===== src/rtl/regfile_pkg.sv =====
// Shared register-file types and defaults for the decode-stage operand read path.
package regfile_pkg;

  localparam int DEF_WIDTH  = 32;
  localparam int DEF_DEPTH  = 32;
  localparam int DEF_ADDR_W = $clog2(DEF_DEPTH);
  localparam int ZERO_IDX   = 0;

  typedef logic [DEF_ADDR_W-1:0] reg_idx_t;
  typedef logic [DEF_WIDTH-1:0]  xlen_t;

endpackage


===== src/rtl/regfile_rd_port.sv =====
// One read port: DEPTH:1 indexed select, write-first bypass, hardwired x0 and optional
// output register (RD_REG=1 captures on rd_en_i, otherwise purely combinational).
module regfile_rd_port
  import regfile_pkg::*;
#(
  parameter int WIDTH     = DEF_WIDTH,
  parameter int DEPTH     = DEF_DEPTH,
  parameter int ZERO_REG0 = 1,
  parameter int RD_REG    = 0,
  localparam int ADDR_W   = $clog2(DEPTH)
) (
  input  logic                         clk_i,
  input  logic                         rst_i,
  input  logic                         rd_en_i,
  input  logic                         we_i,
  input  logic [ADDR_W-1:0]            wr_addr_i,
  input  logic [WIDTH-1:0]             wr_data_i,
  input  logic [DEPTH-1:0][WIDTH-1:0]  regs_i,
  input  logic [ADDR_W-1:0]            rd_addr_i,
  output logic [WIDTH-1:0]             rd_data_o
);

  logic [WIDTH-1:0] eff;

  // Priority: hardwired zero beats bypass, bypass beats stored value.
  always_comb begin
    eff = regs_i[rd_addr_i];
    if (we_i && (wr_addr_i == rd_addr_i)) eff = wr_data_i;
    if ((ZERO_REG0 != 0) && (rd_addr_i == ADDR_W'(ZERO_IDX))) eff = '0;
  end

  if (RD_REG != 0) begin : g_reg
    logic [WIDTH-1:0] rd_q;
    logic [WIDTH-1:0] rd_d;

    assign rd_d = rd_en_i ? eff : rd_q;

    always_ff @(posedge clk_i or posedge rst_i) begin
      if (rst_i) rd_q <= '0;
      else       rd_q <= rd_d;
    end

    assign rd_data_o = rd_q;
  end else begin : g_comb
    logic unused_rd_en;
    assign unused_rd_en = rd_en_i;

    // Storage is already clear in reset, but the bypass path is not.
    assign rd_data_o = rst_i ? '0 : eff;

    if (ZERO_REG0 != 0) begin : g_zero_chk
      a_zero_reads_zero: assert property (@(posedge clk_i) disable iff (rst_i)
        (rd_addr_i == ADDR_W'(ZERO_IDX)) |-> (rd_data_o == '0));
    end
  end

endmodule


===== src/rtl/regfile_nrd.sv =====
// Decode-stage integer register file: DEPTH x WIDTH storage, one synchronous write port,
// NUM_RD independent read ports (see regfile_rd_port for bypass and registered-read behaviour).
module regfile_nrd
  import regfile_pkg::*;
#(
  parameter int WIDTH     = DEF_WIDTH,
  parameter int DEPTH     = DEF_DEPTH,
  parameter int NUM_RD    = 2,
  parameter int ZERO_REG0 = 1,
  parameter int RD_REG    = 0,
  localparam int ADDR_W   = $clog2(DEPTH)
) (
  input  logic                       clk,
  input  logic                       rst,
  input  logic                       we,
  input  logic [ADDR_W-1:0]          wr_addr,
  input  logic [WIDTH-1:0]           wr_data,
  input  logic                       rd_en,
  input  logic [NUM_RD*ADDR_W-1:0]   rd_addr,
  output logic [NUM_RD*WIDTH-1:0]    rd_data
);

  if (DEPTH < 2 || (DEPTH & (DEPTH - 1)) != 0) begin : g_bad_depth
    $error("regfile_nrd: DEPTH must be a power of two and at least 2");
  end
  if (NUM_RD < 1 || NUM_RD > 4) begin : g_bad_num_rd
    $error("regfile_nrd: NUM_RD must be in 1..4");
  end

  logic [DEPTH-1:0][WIDTH-1:0] regs_q;
  logic [DEPTH-1:0][WIDTH-1:0] regs_d;
  logic                        wr_ok;

  assign wr_ok = we && !((ZERO_REG0 != 0) && (wr_addr == ADDR_W'(ZERO_IDX)));

  always_comb begin
    regs_d = regs_q;
    if (wr_ok) regs_d[wr_addr] = wr_data;
  end

  always_ff @(posedge clk or posedge rst) begin
    if (rst) regs_q <= '0;
    else     regs_q <= regs_d;
  end

  for (genvar p = 0; p < NUM_RD; p++) begin : g_rd
    regfile_rd_port #(
      .WIDTH     (WIDTH),
      .DEPTH     (DEPTH),
      .ZERO_REG0 (ZERO_REG0),
      .RD_REG    (RD_REG)
    ) u_port (
      .clk_i     (clk),
      .rst_i     (rst),
      .rd_en_i   (rd_en),
      .we_i      (we),
      .wr_addr_i (wr_addr),
      .wr_data_i (wr_data),
      .regs_i    (regs_q),
      .rd_addr_i (rd_addr[p*ADDR_W +: ADDR_W]),
      .rd_data_o (rd_data[p*WIDTH +: WIDTH])
    );
  end

endmodule

===== config.mk =====
export PLATFORM = sky130hd
export DESIGN_NAME = regfile_nrd
export DESIGN_NICKNAME = d
export VERILOG_FILES = /design/src/rtl/regfile_pkg.sv /design/src/rtl/regfile_rd_port.sv /design/src/rtl/regfile_nrd.sv
export SDC_FILE = /design/constraint.sdc
export NUM_CORES = 2
export LEC_CHECK = 0
export CORE_UTILIZATION = 35
export CTS_CLUSTER_SIZE = 20
export DETAILED_ROUTE_END_ITERATION = 7
export DONT_BUFFER_PORTS = 1
export PLACE_DENSITY = 0.54
export SYNTH_ARGS = -nofsm -noshare
export SYNTH_HDL_FRONTEND = slang
export SYNTH_SLANG_ARGS = --single-unit

===== constraint.sdc =====
create_clock -name clk -period 79.5 [get_ports clk]
set_clock_uncertainty 0.2 [all_clocks]
set_input_delay 11.925 -clock clk [delete_from_list [all_inputs] [get_ports clk]]
set_output_delay 11.925 -clock clk [all_outputs]
set_load 0.01 [all_outputs]

; ---- Yosys cells after proc, flatten, opt, wreduce, memory -nomap -nowiden
; Index checks and enable logic that the tools add are counted.
[word_totals]
reg_bits = 1024
in_bits = 51
elab_cells = 59
[classes]
magnitude_cmp = 4
n_eq_ne = 2
muxes = 13
reduce_logical = 8
[op_table]
columns = operator, count
row1 = bitwise mux 1024 bit, 1
row2 = binary-select mux 32 bit (select 5 bit), 2
row3 = 2-to-1 mux 32 bit, 9
row4 = demux 32 bit (select 5 bit), 1
row5 = < comparator 5 x 6 -> 1 bit (second input constant), 3
row6 = zero test 5 bit, 3
row7 = == test 5 bit, 2
row8 = >= comparator 5 x 1 -> 1 bit (second input constant), 1
row9 = logical AND 1 bit, 4
row10 = zero test 1 bit, 1

; ---- Depth between registers and ports, before layout
[logic_depth]
ltp_word = 5
ltp_mapped = 9
ltp_nobuf = 5

; ---- Hierarchy
; Synthesis repeated with hierarchy kept, for this count alone.
[hier_totals]
cells_unflattened = 3952
area_unflattened_um2 = 55938.6
[modules_own_cells]
columns = mod, n_inst, cells_each, area_each_um2
row1 = regfile_nrd, 1, 2288, 38284.2
row2 = regfile_rd_port, 2, 832, 8827.2

; ---- Least setup slack after synthesis
; No wires, ideal clock.
[synth_path]
path_type = input-to-output
start = input rst
end = output rd_data[32]
arrival_time_ps = 37611
required_time_ps = 67375
slack_ps = 29764
cell_stages = 4
path_cell_list = inv_1 nand2_1 o22ai_1 o32a_1
[synth_via]
elab_chain_len = 1
[synth_lines]
columns = item, line
row1 = from (decl), regfile_nrd.sv:14  ; input logic rst,
row2 = 2-to-1 mux 32 bit, regfile_rd_port.sv:49  ; assign rd_data_o = rst_i ? '0 : eff;
row3 = to (decl), regfile_nrd.sv:20  ; output logic [NUM_RD*WIDTH-1:0] rd_data
; No other way between the ends.

; ---- Worst setup path after layout
[layout_path]
start = input rd_addr[1]
end = output rd_data[5]
[layout_via]
elab_chain_len = 5
word_cells_on_any_way = 8
cone_classes = 1 x eq/ne / 5 x mux / 2 x reduce/logical
[layout_lines]
columns = item, line
row1 = from (decl), regfile_nrd.sv:19  ; input logic [NUM_RD*ADDR_W-1:0] rd_addr,
row2 = binary-select mux 32 bit (select 5 bit) or == test 5 bit (tied branches), "regfile_rd_port.sv:27, regfile_rd_port.sv:28"
row3 = 2-to-1 mux 32 bit (not written as such) or logical AND 1 bit (tied branches), "regfile_rd_port.sv:27, regfile_rd_port.sv:28"
row4 = 2-to-1 mux 32 bit, regfile_rd_port.sv:28  ; if (we_i && (wr_addr_i == rd_addr_i)) eff = wr_data_i;
row5 = 2-to-1 mux 32 bit *, regfile_rd_port.sv:29  ; if ((ZERO_REG0 != 0) && (rd_addr_i == ADDR_W'(ZERO_IDX))) eff = '0;
row6 = 2-to-1 mux 32 bit *, regfile_rd_port.sv:49
; Mark *: on every way between the ends. The rest lies on a longest branch, timed or not. The select of a mux whose other input is x is not followed.

==> summary.md <==
| Metric | Value |
|---|---|
| Min-Delay Path Class | reg2reg |
| Initial cell density of the core | 35.3% |
| Most frequent cells after synthesis | 1,024 x dfrtp_1, 1,000 x mux2_2, 404 x mux2i_1 |
| Most common cell in the synthesized netlist | dfrtp_1 |
| Main synth FF type | dfrtp_1 |
| Period utilisation layout | 34.2% |
| IO Pins | 115 |
| Min cycle time layout | 27,200 ps |
| CP Launch Type | input port |
| Largest net degree at the start of global routing | 338 |
| Slew Limit Fails | 0 |
| Antenna Nets Post-Route | 0 |
| Post-route cell area | 0.0607 sq mm |
| Port Buffers | 0 |
| Die height | 402 um |
| Max_cap viols | 0 |
| H-Tree Level Count | 3 |
| Post-Synth Adder-Cell Area | 0% |
| Gate Count Post-Synth | 3,993 |
| Worst vdd ir | 0.0000214 V |
| XOR/XNOR share of the synthesized area | 0.157% |
| Core area | 0.158 sq mm |
| Synth Register Bits | 1,024 |
| Avg Inst Size Synth | 14.0 sq um |
| Num CTS Buffers | 111 |
| CTS root buf | clkbuf_16 |
| Max-slew headroom | 14.9% |
| Synth area leader | dfrtp_1 |
| Routed vias | 36,400 |
| Final Setup Violations | 0 |
| Overall Power | 1.50 mW |
| Final wirelength | 195,000 um |
| Final TNS setup | 0 ps |
| P_leak | 26.0 nW |
| Site Rows | 146 |
| Clk pin slew, worst setup/hold paths | 60 ps |
| CP endpoint kind | output pin |
| Total power per unit cell area | 24.7 mW/mm^2 |
| Hold_sp | regs_q[18] |
| Routability cong. | 0.811 |
| Gr ovfl total | 0 |
| CP Data Required Time | 67,380 ps |
| Layout area overhead | 8.64% |
| Ys Warns | 0 |
| Max clock buf depth | 3 |
| Hpwl dp | 106,000 um |
| Hold buffer count at cts | 0 |
| Routed length per placed instance | 33.1 um |
| Total global-route track usage | 24.0% |
| CTS-repair resized insts | 0 |
| Clk sinks | 1,024 |
| First-pass GRT wire length | 280,000 um |
| Worst EP arrival | 15,080 ps |
| Die span in x | 402 um |
| Synth top area share | 45.9% |
| Vias in the first global route | 36,500 |
| Register with the most flip-flops | regs_q |
| Max Freq | 36.8 MHz |
| Status | complete, no violations |
| Die area | 0.161 sq mm |
| Final Hold Viols | 0 |
| EDFF count, synth | 0 |
| Yosys cell types | 66 |
| Ant diodes | 0 |
| Post-Syn Nets | 4,044 |
| CTS tree | done |
| Post-CTS setup buffer count | 0 |
| Main combinational cell family by area after synthesis | multiplexers |
| Max reg flops | 1,024 |
| Crit path launch | rd_addr[1] |
| RSZ-0062 raised after global routing | false |
| Synth Area in Compound Gates | 7.67% |
| Top Registers | regs_q: 1024 flops |
| DR pass1 iterations | 7 |
| Reg2reg start | regs_q[520] |
| # DRC | 0 |
| Sequential share of the synthesized area | 45.9% |
| Antenna violations before repair | 2 |
| Ranking of synthesized cells by area | dfrtp_1 46%, mux2_2 20%, mux4_2 13% |
| Drt initial violations | 3,251 |
| Fraction of layout cells with a size suffix above 1 | 42.8% |
| Simple-gate area share of the yosys netlist | 1.97% |
| Layout Nets | 3,777 |
| DR vias/cell | 6.19 |
| Worst-margin pin slew | 1270 ps |
| Setup ws final | 52,300 ps |
| Crit path kind | in2out |
| Worst-skew pair later-pin latency | 710 ps |
| Synthesized area | 0.0559 sq mm |
| Mux share of post-synthesis cell area | 40.1% |
| Placement Cell Area | 0.0569 sq mm |
| CP max FO | 187 |
| Fraction of registers with async set or reset after synthesis | 100% |
| Worst slack, placed | 52,540 ps |
[final timing paths]
kind / to / slack, ps / cells after the start
hold / removal: regs_q[18] / 190 / 0
hold reg to reg: regs_q[18] / 190 / 0
setup / recovery: rd_data[5] / 52300 / 6
min in group asynchronous: regs_q[785] / 10960 / 1
max in group asynchronous: regs_q[840] / 65130 / 4
setup reg to reg: regs_q[520] / 78510 / 1
[metal layers]
metal	vias to the layer above	part of all wire, %	track usage (%)
li1	14900	-	-
met1	19900	44	34.1
met2	1324	44	35.7
met3	293	8.9	6.72
met4	0	2.8	6.72
met5	-	0	0
[where the power goes]
group	switching (mW)	internal (mW)
Sequential	0.0702	0.621
Combinational	0.102	0.165
Clock	0.224	0.318
Total	0.396	1.10
[area by class of cell]
| cell class | count | area [sq um] |
|---|---|---|
| inverter | 4 | 23.8 |
| timing repair buffer | 71 | 558 |
| multi-input combinational | 2514 | 28100 |
| clock buffer | 176 | 3450 |
| fill | 15000 | 97700 |
| clock inverter | 25 | 322 |
| sequential | 1024 | 25600 |
| tap | 2072 | 2590 |
[kinds of logic after synthesis]
group	Yosys count
AOI/OAI and AO/OA	578
xor gates and xnor gates	10
buffers and inverters	455
DFF	1024
muxes	1719
and+or+nand+nor	207
[worst max-delay path: stages]
cell	delay (ps)
and2_2	650
buf_4	600
a221oi_1	230
a21o_1	200
a222oi_1	630
o211ai_1	520
[layout by cell type, fill, tap and decap left out, types with 15 or more instances in the layout]
cell,instances
o22ai_1,40
nor3_1,17
nor2_4,17
mux4_2,315
clkbuf_1,28
o21ai_0,60
mux2_2,1000
nand2_1,32
nor2b_1,22
a31oi_1,32
a221oi_1,77
a22oi_1,81
clkbuf_8,32
dfrtp_1,1024
clkbuf_16,116
buf_4,69
a221o_1,38
clkinv_2,15
o221ai_1,31
nor2_1,15
o21ai_1,20
a21oi_1,67
mux2i_1,404
o21bai_1,21
[metrics by stage]
stage | hold slack, ps | utilization (%) | std cells
detailed placement | 183 | 35.9 | 5685
CTS | 197 | 38.3 | 5886
floorplan | 241 | - | 3993
global route | 209 | 38.3 | 5886
global placement | 177 | 35.9 | 5685
finish | 195 | 38.3 | 5886
Note: power is estimated with default switching activity, not from simulation.
